`config.mk`:
```
export PLATFORM = sky130hd
export DESIGN_NAME = video_reset_sequencer
export DESIGN_NICKNAME = d
export VERILOG_FILES = /design/src/rtl/video_reset_sequencer.sv
export SDC_FILE = /design/constraint.sdc
export NUM_CORES = 1
export LEC_CHECK = 0
export ABC_AREA = 0
export CAP_MARGIN = 20
export CORE_MARGIN = 1.5
export CORE_UTILIZATION = 61
export CTS_CLUSTER_DIAMETER = 80
export DETAILED_ROUTE_END_ITERATION = 16
export GPL_TIMING_DRIVEN = 0
export PLACE_DENSITY = 0.92
export SYNTH_ARGS = -nofsm -noshare
export SYNTH_HDL_FRONTEND = slang
export SYNTH_SLANG_ARGS = --single-unit
```
`constraint.sdc`:
```
create_clock -name CLK -period 1.3 [get_ports CLK]
set_clock_uncertainty 0.1 [all_clocks]
set_input_delay 0.195 -clock CLK [delete_from_list [all_inputs] [get_ports CLK]]
set_output_delay 0.195 -clock CLK [all_outputs]
set_load 0.1 [all_outputs]
```
`src/rtl/video_reset_sequencer.sv`:
```
// Staged reset distributor: synchronises reset release and PLL lock, then frees
// each subsystem reset in order, with a soft re-sequence request.
module video_reset_sequencer #(
  parameter int NUM_STAGES  = 4,
  parameter int STAGE_DELAY = 256,
  parameter int SYNC_STAGES = 2,
  parameter int SOFT_HOLD   = 16
) (
  input  logic                  CLK,
  input  logic                  FABRIC_RESET_N,
  input  logic                  PLL_LOCK,
  input  logic                  SOFT_RST_REQ,
  output logic                  SOFT_RST_ACK,
  output logic [NUM_STAGES-1:0] STAGE_RESET_N,
  output logic                  SEQ_DONE,
  output logic [1:0]            DBG_STATE
);

  localparam int CW_D  = $clog2(STAGE_DELAY);
  localparam int CW_H  = $clog2(SOFT_HOLD);
  localparam int CNT_W = (CW_D > CW_H) ? CW_D : CW_H;
  localparam int IDX_W = $clog2(NUM_STAGES + 1);

  typedef enum logic [1:0] {
    S_HOLD    = 2'd0,
    S_RELEASE = 2'd1,
    S_RUN     = 2'd2,
    S_ASSERT  = 2'd3
  } state_t;

  logic [SYNC_STAGES-1:0] rst_sync_q;
  logic [SYNC_STAGES-1:0] lock_sync_q;
  logic                   rst_sync_n;
  logic                   lock_s;

  // Assertion clears the chain at once; release ripples through SYNC_STAGES flops.
  always_ff @(posedge CLK or negedge FABRIC_RESET_N) begin
    if (!FABRIC_RESET_N) rst_sync_q <= '0;
    else                 rst_sync_q <= {rst_sync_q[SYNC_STAGES-2:0], 1'b1};
  end

  assign rst_sync_n = rst_sync_q[SYNC_STAGES-1];

  always_ff @(posedge CLK or negedge rst_sync_n) begin
    if (!rst_sync_n) lock_sync_q <= '0;
    else             lock_sync_q <= {lock_sync_q[SYNC_STAGES-2:0], PLL_LOCK};
  end

  assign lock_s = lock_sync_q[SYNC_STAGES-1];

  state_t                state_q, state_d;
  logic [CNT_W-1:0]      cnt_q, cnt_d;
  logic [IDX_W-1:0]      idx_q, idx_d;
  logic [NUM_STAGES-1:0] stage_q, stage_d;
  logic                  done_q, done_d;
  logic                  ack_q, ack_d;

  always_ff @(posedge CLK or negedge rst_sync_n) begin
    if (!rst_sync_n) begin
      state_q <= S_HOLD;
      cnt_q   <= '0;
      idx_q   <= '0;
      stage_q <= '0;
      done_q  <= 1'b0;
      ack_q   <= 1'b0;
    end else begin
      state_q <= state_d;
      cnt_q   <= cnt_d;
      idx_q   <= idx_d;
      stage_q <= stage_d;
      done_q  <= done_d;
      ack_q   <= ack_d;
    end
  end

  // SOFT_RST_REQ/SOFT_RST_ACK form a four-phase pair: ACK rises on the edge that
  // sees REQ, and falls only once REQ is low and SOFT_HOLD cycles have elapsed.
  always_comb begin
    state_d = state_q;
    cnt_d   = cnt_q;
    idx_d   = idx_q;
    stage_d = stage_q;
    done_d  = done_q;
    ack_d   = ack_q;
    if (state_q == S_ASSERT) begin
      ack_d = 1'b1;
      if (cnt_q == CNT_W'(SOFT_HOLD - 1)) begin
        if (!SOFT_RST_REQ) begin
          state_d = S_HOLD;
          ack_d   = 1'b0;
          cnt_d   = '0;
        end
      end else begin
        cnt_d = cnt_q + CNT_W'(1);
      end
    end else if (SOFT_RST_REQ) begin
      state_d = S_ASSERT;
      stage_d = '0;
      done_d  = 1'b0;
      ack_d   = 1'b1;
      cnt_d   = '0;
    end else begin
      case (state_q)
        S_HOLD: begin
          if (lock_s) begin
            state_d = S_RELEASE;
            cnt_d   = '0;
            idx_d   = '0;
          end
        end
        S_RELEASE: begin
          if (!lock_s) begin
            state_d = S_HOLD;
            stage_d = '0;
            done_d  = 1'b0;
            cnt_d   = '0;
          end else if (cnt_q == CNT_W'(STAGE_DELAY - 1)) begin
            for (int k = 0; k < NUM_STAGES; k++) begin
              if (idx_q == IDX_W'(k)) stage_d[k] = 1'b1;
            end
            cnt_d = '0;
            idx_d = idx_q + IDX_W'(1);
            if (idx_q == IDX_W'(NUM_STAGES - 1)) begin
              state_d = S_RUN;
              done_d  = 1'b1;
            end
          end else begin
            cnt_d = cnt_q + CNT_W'(1);
          end
        end
        S_RUN: begin
          if (!lock_s) begin
            state_d = S_HOLD;
            stage_d = '0;
            done_d  = 1'b0;
            cnt_d   = '0;
          end
        end
        default: state_d = S_HOLD;
      endcase
    end
  end

  assign STAGE_RESET_N = stage_q;
  assign SEQ_DONE      = done_q;
  assign SOFT_RST_ACK  = ack_q;
  assign DBG_STATE     = state_q;

endmodule
```
==> impl_metrics.py, run 1 <==
metrics = {
    "yosys": {
        "synth_area_per_cell_um2": 9.93,
        "syn_nets": 160,
        "synth_edf_count": 0,
        "synthFlopType": "dfrtp_1",
        "synthTopCellsByArea": "dfrtp_1, ha_1, o21ai_0, o211ai_1, a21oi_1",
        "yosys.area.top_type": "dfrtp_1",
        "syn-cell-area_um2": 1430,
        "synth-async-reset-ratio": 1.00,
        "synth_common_cells": "dfrtp_1, o21ai_0, ha_1, inv_1, a21oi_1",
        "yosys.cell_count.top_type": "dfrtp_1",
        "yosys_warnings": 0,
        "ys_ff_latch": 22,
        "ys_seq_area_frac": 0.385,
        "synth_cell_types": 48,
        "yosysTopAreaCellShare": 0.385,
        "synthCells": 144,
    },
    "hold_path": {
        "hold_class": "in -> reg",
        "hold_path_depth": 1,
        "worstHoldStart": "PLL_LOCK",
        "hold-path-endpoint": "lock_sync_q[0]",
    },
    "detailed_routing": {
        "via_count": 1490,
        "route.detailed.drc": 0,
        "totalWireLength_um": 5400,
        "dr.first_iter.drc_count": 81,
        "ant_nets": 0,
        "viasPerCell": 7.27,
        "routedWlPerCell_um": 26.3,
        "first_pass_iters": 5,
    },
    "sta": {
        "setup_ws_ps": -736,
        "finalHoldViolCount": 0,
        "layout_min_cycle_time_ps": 2040,
        "final-setup-viol-count": 24,
        "final_max_slew_viol_count": 0,
        "finalCritPeriodShare": 1.57,
        "rsz0062_at_grt": "yes",
        "timing.slew.headroom": 0.407,
        "fmax_ghz": 0.491,
        "worstMarginPinSlew_ps": 890,
    },
    "global_route": {
        "grt-ovfl-total": 0,
        "grt_antenna_before_repair": 0,
        "grtUsageTotal": 0.353,
        "grt_pass1_vias": 1359,
        "grt_max_degree": 21,
        "grt_pass1_wl_um": 6760,
    },
    "placement": {
        "hpwlAfterDp_um": 2310,
        "dpl-instance-area_um2": 1610,
        "io_buffers": 11,
        "gp_congestion": 0.820,
        "pre_cts_ws_ps": -749,
    },
    "die": {
        "die_width_um": 51.4,
        "ioPinCount": 12,
        "die-height_um": 51.4,
        "core_um2": 2210,
        "start_util": 0.646,
        "num_rows": 17,
        "die_area_um2": 2640,
    },
    "clock_tree": {
        "cts_tree": "done",
        "clock_latency_ps": 330,
        "root_buffer": "clkbuf_4",
        "h-tree-depth": 1,
        "clockBufferDepth": 2,
        "cts_sinks": 22,
        "path_clk_slew_ps": 150,
        "cts_buffers": 3,
    },
    "worst_setup_path": {
        "path_cells": "inv_2 -> ha_4 -> and4bb_2 -> a21boi_4 -> o211ai_4 -> o211ai_1",
        "max_stage_delay_ps": 560,
        "path_max_fanout": 6,
        "r2r_end": "cnt_q[7]",
        "reg2reg_from": "DBG_STATE[1]",
        "cpMaxStageDelayCell": "dfrtp_4",
        "r2r_slack_ps": -740,
        "endpoint_kind": "flop",
        "startpoint_type": "flop",
        "cp.arrival_ps": 2170,
        "reg2reg_depth": 6,
        "path_class": "reg -> reg",
        "required_ps": 1440,
    },
    "finish": {
        "area_growth_pct": 42.9,
        "fin_nets": 194,
        "final_cell_area_um2": 2040,
        "drive_above_1_share": 0.475,
        "num_antenna_cells": 0,
    },
    "power_and_ir_drop": {
        "worst_ir_drop_vdd_v": 0.00238,
        "p_per_area_nw_per_um2": 2410,
        "leakagePower_nw": 0.798,
    },
    "status": {
        "violations": "negative setup slack",
        "status": "finished, violations left",
    },
    "run": {
        "timing.max_cap.violations": 0,
    },
}
metal layers:
layer	global-route usage	part of all wire	up-vias
met3	0.0439	0.084	44
li1	-	-	616
met4	0.276	0.072	0
met5	0	0	-
met2	0.579	0.50	115
met1	0.414	0.35	715
power breakdown:
| part | switching [mW] | total [mW] | internal, mW |
|---|---|---|---|
| sequential | 0.197 | 1.05 | 0.851 |
| clock | 0.250 | 0.562 | 0.312 |
| combinational | 2.04 | 3.31 | 1.27 |
| total | 2.48 | 4.92 | 2.43 |
cell usage in the layout, fill, tap and decap left out, drive strengths merged, types with 2 or more instances in the layout:
master	netlist	routed
nor4	4	4
a21oi	7	7
mux2	2	2
clkdlybuf4s50	0	3
nor2	3	3
nand4	2	2
inv	8	7
o21a	4	4
and3	2	2
a22o	3	3
clkbuf	2	4
nand2	6	6
ha	12	12
or2	2	2
buf	5	31
o2bb2ai	2	2
o21ai	13	13
o221ai	3	3
dfrtp	22	22
nand3	5	5
o211ai	7	7
nor3b	3	3
nor3	3	3
or3	5	5
logic make-up (layout without fill, tap and decap cells):
family	count (synthesis)	in the layout	synth area share
AND/OR/NAND/NOR	41	41	0.180
multiplexers	3	3	0.0227
adder cells (fa/ha/maj)	12	12	0.105
other	1	1	0.00262
AO/OA/AOI/OAI	50	50	0.250
buffers and inverters	15	48	0.0542
flip-flops	22	22	0.385
critical path: cells and delay by family (launching register included):
family	cells	cell delay [ps]
flops	1	560
compound gates	3	710
simple gates	1	280
fa+ha+maj	1	170
buf+inv	1	120
layout make-up:
cell class | count | area, um^2
buffer | 6 | 48.8
clock buffer | 3 | 22.5
inverter | 8 | 33.8
multi-input combinational | 107 | 1000
sequential | 22 | 564
tap | 28 | 35.0
fill | 83 | 169
clock inverter | 1 | 30.0
timing repair buffer | 30 | 304
what timing repair did:
action / CTS / global route
pin swaps: 19 / 14
endpoints found under the hold margin: 2 / 0
buffers inserted: 13 / 5
setup endpoints to repair: 26 / 23
hold buffers: 1 / 0
resized for setup: 81 / 31
through the flow:
stage               hold slack [ps]  utilization  power [mW]  setup TNS [ps]  std cells
floorplan                      -201            -        2.81          -10520        144
global placement                237        0.729        3.23          -13940        183
detailed placement              235        0.729        3.30          -14800        183
CTS                             204        0.855        4.36          -10060        200
global route                    193        0.924        5.03          -12330        205
finish                          203        0.924        4.92          -11970        205
registers in the layout, summed over array words and instances, names as in the netlist:
| signal | count |
|---|---|
| cnt_q | 8 |
| DBG_STATE | 2 |
| rst_sync_q | 2 |
| STAGE_RESET_N | 4 |
| lock_sync_q | 2 |
| SOFT_RST_ACK | 1 |
| idx_q | 3 |
how the worst max path moves through the flow:
stage,slack (ps),cells past startpoint,from,endpoint
final,-740,6,DBG_STATE[1],cnt_q[7]
after global routing,-750,6,DBG_STATE[1],cnt_q[7]
after CTS,-630,6,DBG_STATE[0],cnt_q[5]
after detailed placement,-750,5,SOFT_RST_REQ,STAGE_RESET_N[0]
after global placement,-720,5,SOFT_RST_REQ,STAGE_RESET_N[0]
after floorplan,-690,6,DBG_STATE[1],cnt_q[3]
No activity file was read; power rests on OpenSTA's default activity.
==> run 2, diff against run 1 <==
TNS_END_PERCENT = 50   (was not set)
==> run 2 against run 1 <==
Effect of this change:
- critical endpoint is now idx_q[2]
- die area is the same
- worst setup slack gained 68 ps
- fmax grew 3.4%
- the flow still finishes with violations (negative setup slack)
- largest cell class unchanged
- final cell count shrank 1.5%
- combinational power shrank 5%
- critical path type unchanged
- largest power group unchanged
- clock power shrank 1%
- wire length shrank 5.5%
- core utilization shrank 1.7 points
- sequential share of layout area grew 0.39 points
==> impl_metrics.py, run 2 (synthesis gave the netlist of run 1 again) <==
metrics = {
    "worst_setup_path": {
        "r2r_end": "idx_q[2]",
        "reg2reg_from": "DBG_STATE[1]",
        "reg2reg_depth": 6,
        "path_max_fanout": 6,
        "r2r_slack_ps": -670,
        "path_class": "reg -> reg",
        "startpoint_type": "flop",
        "crit_end": "idx_q[2]",
        "endpoint_kind": "flop",
        "cp.arrival_ps": 2100,
        "required_ps": 1430,
        "crit_start": "DBG_STATE[1]",
    },
    "detailed_routing": {
        "dr.first_iter.drc_count": 53,
        "via_count": 1426,
        "first_pass_iters": 4,
        "ant_nets": 0,
        "viasPerCell": 7.06,
        "routedWlPerCell_um": 25.3,
        "totalWireLength_um": 5100,
        "route.detailed.drc": 0,
    },
    "placement": {
        "place_inst": 183,
        "dpl-instance-area_um2": 1610,
        "hpwlAfterDp_um": 2390,
        "gp_congestion": 0.816,
        "io_buffers": 11,
        "pre_cts_ws_ps": -777,
    },
    "finish": {
        "final_cells": 202,
        "final_cell_mix": "dfrtp_1, buf_4, buf_6",
        "largest_reg_flops": 8,
        "fin_nets": 191,
        "num_antenna_cells": 0,
        "final_common_cell": "dfrtp_1",
        "final_cell_area_um2": 2010,
        "final_core_util": 0.907,
        "top_register": "cnt_q",
        "drive_above_1_share": 0.443,
        "area_growth_pct": 40.2,
    },
    "global_route": {
        "grt_antenna_before_repair": 0,
        "grtUsageTotal": 0.346,
        "grt_max_degree": 21,
        "grt_pass1_vias": 1353,
        "grt-ovfl-total": 0,
        "grt_pass1_wl_um": 6580,
    },
    "clock_tree": {
        "clockBufferDepth": 2,
        "cts_tree": "done",
        "cts_buffers": 3,
        "cts_sinks": 22,
        "root_buffer": "clkbuf_4",
        "clock_latency_ps": 330,
        "h-tree-depth": 1,
        "path_clk_slew_ps": 140,
    },
    "die": {
        "die_width_um": 51.4,
        "die_area_um2": 2640,
        "ioPinCount": 12,
        "core_um2": 2210,
        "die-height_um": 51.4,
        "num_rows": 17,
        "start_util": 0.646,
    },
    "sta": {
        "finalCritPeriodShare": 1.51,
        "hold_slack_ps": 195,
        "fin_setup_tns_ps": -11050,
        "finalHoldViolCount": 0,
        "fmax_ghz": 0.508,
        "timing.slew.headroom": 0.417,
        "final-setup-viol-count": 22,
        "setup_ws_ps": -668,
        "rsz0062_at_grt": "yes",
        "layout_min_cycle_time_ps": 1970,
        "worstMarginPinSlew_ps": 875,
        "final_max_slew_viol_count": 0,
    },
    "hold_path": {
        "hold_class": "in -> reg",
    },
    "status": {
        "violations": "negative setup slack",
        "status": "finished, violations left",
    },
    "power_and_ir_drop": {
        "p_per_area_nw_per_um2": 2350,
        "leakagePower_nw": 0.785,
        "p_total_mw": 4.72,
        "worst_ir_drop_vdd_v": 0.00233,
    },
    "run": {
        "timing.max_cap.violations": 0,
    },
}
-- run 2: changes by cell type in the layout (fill, tap and decap cells not counted), sizes merged --
| cell | previous run | this run |
|---|---|---|
| buf | 31 | 28 |
| clkinvlp | 1 | 0 |
| inv | 7 | 8 |
-- run 2: how the worst min path moves through the flow --
stage / start / depth (start not counted) / end
2_1_floorplan: FABRIC_RESET_N / 0 / rst_sync_q[0]
3_3_place_gp: lock_sync_q[0] / 0 / lock_sync_q[1]
3_5_place_dp: lock_sync_q[0] / 0 / lock_sync_q[1]
4_1_cts: PLL_LOCK / 1 / lock_sync_q[0]
5_1_grt: PLL_LOCK / 1 / lock_sync_q[0]
6_report: PLL_LOCK / 1 / lock_sync_q[0]
-- run 2: area by class of cell --
type                    instances  area (um^2)
repair buffers                 28          283
inverters                       8         32.5
flip-flops and latches         22          562
multi-input cells             107         1000
clock inverters                 1         30.0
clock buffers                   3         22.5
fillers                        89          206
well taps                      28         35.0
plain buffers                   5         40.0
-- run 2: per-layer routing --
layer  global-route usage  vias up  wire (um)
met1                0.401      709       1990
met3               0.0497       24        307
met2                0.600       88       2560
li1                     -      605          -
met4                0.202        0        244
met5                    0        -          0
-- run 2: repair_timing --
| action | in CTS | in global routing |
|---|---|---|
| buffers inserted | 6 | 10 |
| hold buffers | 1 | 0 |
| setup endpoints to repair | 26 | 24 |
| endpoints found under the hold margin | 2 | 0 |
| pin swaps | 15 | 9 |
| gates resized for setup | 77 | 33 |
-- run 2: where the power goes --
part / internal, mW / switching [mW] / total, mW
logic: 1.16 / 1.97 / 3.13
registers: 0.841 / 0.195 / 1.04
clock network: 0.312 / 0.243 / 0.555
total: 2.31 / 2.41 / 4.72
-- run 2: critical path: stages (launching register included) --
cell	delay, ps
dfrtp_4	560
ha_4	190
buf_6	110
buf_4	140
nor3b_4	240
o21ai_1	220
a22o_1	300
==> run 3, diff against run 2 <==
CTS_CLUSTER_SIZE = 16   (was not set)
SETUP_SLACK_MARGIN = 0.3   (was not set)
==> run 3 against run 2 <==
Effect of this change:
- synthesized cell count unchanged
- area after synthesis unchanged
- the run now fails in global routing (5_1_grt)
==> impl_metrics.py, run 3 <==
metrics = {
    "clock_tree": {
        "cts_sinks": 22,
        "h-tree-depth": 1,
        "clockBufferDepth": 2,
        "root_buffer": "clkbuf_4",
        "cts_buffers": 3,
    },
    "yosys": {
        "synth_edf_count": 0,
        "syn_nets": 160,
        "syn-cell-area_um2": 1430,
        "ys_ff_latch": 22,
        "synthCells": 144,
        "synthTopCellsByArea": "dfrtp_1, ha_1, o21ai_0, o211ai_1, a21oi_1",
        "yosysTopAreaCellShare": 0.385,
        "synthFlopType": "dfrtp_1",
        "synth_cell_types": 48,
        "synth-async-reset-ratio": 1.00,
        "ys_seq_area_frac": 0.385,
        "yosys_warnings": 0,
        "synth_area_per_cell_um2": 9.93,
        "yosys.cell_count.top_type": "dfrtp_1",
        "synth_common_cells": "dfrtp_1, o21ai_0, ha_1, inv_1, a21oi_1",
        "yosys.area.top_type": "dfrtp_1",
    },
    "die": {
        "die-height_um": 51.4,
        "die_width_um": 51.4,
        "num_rows": 17,
        "start_util": 0.646,
        "ioPinCount": 12,
    },
    "placement": {
        "io_buffers": 11,
        "hpwlAfterDp_um": 2320,
        "gp_congestion": 0.806,
        "place_inst": 183,
        "dpl-instance-area_um2": 1610,
    },
    "status": {
        "stop_error": "[ERROR DPL-0033] detailed placement checks failed during check placement.",
        "status": "stopped before the end",
        "haltStage": "global routing (5_1_grt)",
    },
    "sta": {
        "worst-ep-kind": "sequential cell input",
        "postGrtWorstEndpoint": "cnt_q[3]$_DFFE_PN0P_/D",
    },
    "global_route": {
        "grt_antenna_before_repair": 0,
        "grt_max_degree": 21,
    },
}
==> run 3: cell counts after synthesis <==
No cell type changed its count.
==> run 3: kinds of logic after synthesis <==
kind of cell,count (synthesis),synth area share
other cells,1,0.00262
mux,3,0.0227
buf+inv,15,0.0542
compound gates,50,0.250
fa+ha+maj,12,0.105
flops,22,0.385
simple gates,41,0.180
==> run 3: stage by stage <==
| step | hold slack (ps) | setup slack [ps] | utilization | TNS (ps) |
|---|---|---|---|---|
| CTS | 140 | -603 | 0.873 | -10130 |
| floorplan | -201 | -688 | - | -10960 |
| global placement | 235 | -721 | 0.727 | -14020 |
| detailed placement | 238 | -740 | 0.727 | -14810 |
==> run 3: what timing repair did <==
| action | in CTS |
|---|---|
| buffers inserted | 19 |
| endpoints found under the setup margin | 46 |
| pin swaps | 11 |
| endpoints found under the hold margin | 2 |
| hold buffers | 1 |
| gates resized for setup | 79 |
==> run 4, diff against run 3 <==
CORE_AREA = 2 2 63 65   (was not set)
CORE_MARGIN = not set   (was 1.5)
CORE_UTILIZATION = not set   (was 61)
CTS_CLUSTER_DIAMETER = not set   (was 80)
CTS_CLUSTER_SIZE = not set   (was 16)
DIE_AREA = 0 0 65 67   (was not set)
PLACE_DENSITY = not set   (was 0.92)
PLACE_DENSITY_LB_ADDON = 0.15   (was not set)
SETUP_SLACK_MARGIN = not set   (was 0.3)
==> run 4 against run 3 <==
Effect of this change:
- the flow now finishes, with violations (negative setup slack)
==> impl_metrics.py, run 4 (synthesis gave the netlist of run 1 again) <==
metrics = {
    "sta": {
        "setup_ws_ps": -581,
        "final-setup-viol-count": 20,
        "layout_min_cycle_time_ps": 1880,
        "finalHoldViolCount": 0,
        "fmax_ghz": 0.531,
        "final_max_slew_viol_count": 0,
        "fin_setup_tns_ps": -9150,
        "rsz0062_at_grt": "yes",
        "timing.slew.headroom": 0.442,
        "finalCritPeriodShare": 1.45,
        "worstMarginPinSlew_ps": 837,
    },
    "worst_setup_path": {
        "cp.arrival_ps": 1920,
        "path_class": "reg -> reg",
        "required_ps": 1340,
        "endpoint_kind": "flop",
        "crit_start": "DBG_STATE[1]",
        "path_max_fanout": 6,
        "startpoint_type": "flop",
        "reg2reg_from": "DBG_STATE[1]",
    },
    "clock_tree": {
        "clock_latency_ps": 260,
        "cts_buffers": 3,
        "cts_tree": "done",
        "clockBufferDepth": 2,
        "root_buffer": "clkbuf_8",
        "path_clk_slew_ps": 80,
        "h-tree-depth": 1,
        "cts_sinks": 22,
    },
    "run": {
        "timing.max_cap.violations": 0,
    },
    "finish": {
        "final_cell_mix": "buf_4, dfrtp_1, o21ai_0",
        "top_register": "cnt_q",
        "final_common_cell": "buf_4",
        "fin_nets": 194,
        "n_fill_cell": 322,
        "final_cells": 225,
        "num_antenna_cells": 0,
        "drive_above_1_share": 0.395,
        "largest_reg_flops": 8,
        "area_growth_pct": 36.0,
    },
    "detailed_routing": {
        "route.detailed.drc": 0,
        "totalWireLength_um": 3510,
        "via_count": 1331,
        "routedWlPerCell_um": 15.6,
        "ant_nets": 0,
        "first_pass_iters": 4,
        "viasPerCell": 5.92,
        "dr.first_iter.drc_count": 80,
    },
    "placement": {
        "place_inst": 203,
        "hpwlAfterDp_um": 2230,
        "io_buffers": 11,
        "gp_congestion": 0.805,
    },
    "status": {
        "violations": "negative setup slack",
        "status": "finished, violations left",
    },
    "die": {
        "die_width_um": 65,
        "core_um2": 3610,
        "num_rows": 22,
        "die_area_um2": 4360,
        "start_util": 0.397,
        "die-height_um": 67,
        "ioPinCount": 12,
    },
    "power_and_ir_drop": {
        "p_per_area_nw_per_um2": 2220,
        "worst_ir_drop_vdd_v": 0.000676,
        "leakagePower_nw": 0.767,
    },
    "hold_path": {
        "hold_class": "reg -> async",
    },
    "global_route": {
        "grt_antenna_before_repair": 0,
        "grt-ovfl-total": 0,
        "grt_pass1_vias": 1256,
        "grt_pass1_wl_um": 5870,
        "grt_max_degree": 21,
        "grtUsageTotal": 0.173,
    },
}
run 4: what timing repair did:
item | CTS | global route
endpoints found under the hold margin | 2 | 0
pin swaps | 16 | 7
cloned | 0 | 0
buffers inserted | 10 | 8
setup endpoints to repair | 26 | 21
resized for setup | 68 | 11
hold buffers | 1 | 0
run 4: per-layer routing:
metal | vias up | global-route usage | part of all wire
met4 | 0 | 0.0612 | 0.017
met2 | 44 | 0.274 | 0.47
met1 | 667 | 0.240 | 0.46
li1 | 613 | - | -
met3 | 7 | 0.0253 | 0.043
met5 | - | 0 | 0
run 4: layout make-up:
cell class	instances	area, um^2	share of cell area
timing repair buffer	30	249	0.128
multi-input combinational	107	953	0.490
sequential	22	559	0.287
clock buffer	4	45.0	0.0232
tap	48	60.1	0.0309
buffer	6	45.0	0.0232
inverter	8	33.8	0.0174
run 4: path summary, 6_finish.rpt:
path / end / slack, ps / cells after the start
max: cnt_q[7] / -580 / 6
min: cnt_q[0] / 250 / 0
max reg2reg: cnt_q[7] / -580 / 6
min reg2reg: cnt_q[0] / 250 / 0
max in group asynchronous: DBG_STATE[1] / 250 / 0
min in group CLK: lock_sync_q[1] / 250 / 0
run 4: power by group:
part,total [mW],leakage [nW],switching (mW),internal [mW]
sequential,1.01,0.277,0.172,0.842
clock,0.446,0.0228,0.228,0.219
combinational,2.86,0.467,1.78,1.08
total,4.32,0.767,2.18,2.14
run 4: through the flow:
stage          setup slack, ps  instance area (um^2)  hold slack, ps   util  total power, mW
2_1_floorplan             -688                  1460            -201      -             2.79
6_report                  -581                  1950             247  0.540             4.32
3_3_place_gp              -754                  1630             233  0.453             3.26
5_1_grt                   -639                  1950             261  0.540             4.54
4_1_cts                   -611                  1850             256  0.514             4.13
3_5_place_dp              -776                  1630             237  0.453             3.30
run 4: worst max-delay path: stages, from the launching register on:
cell and delay, ps:
dfrtp_4 530, ha_4 190, buf_6 110, or3_4 350, o22a_4 220, o211ai_4 120
o211ai_1 130
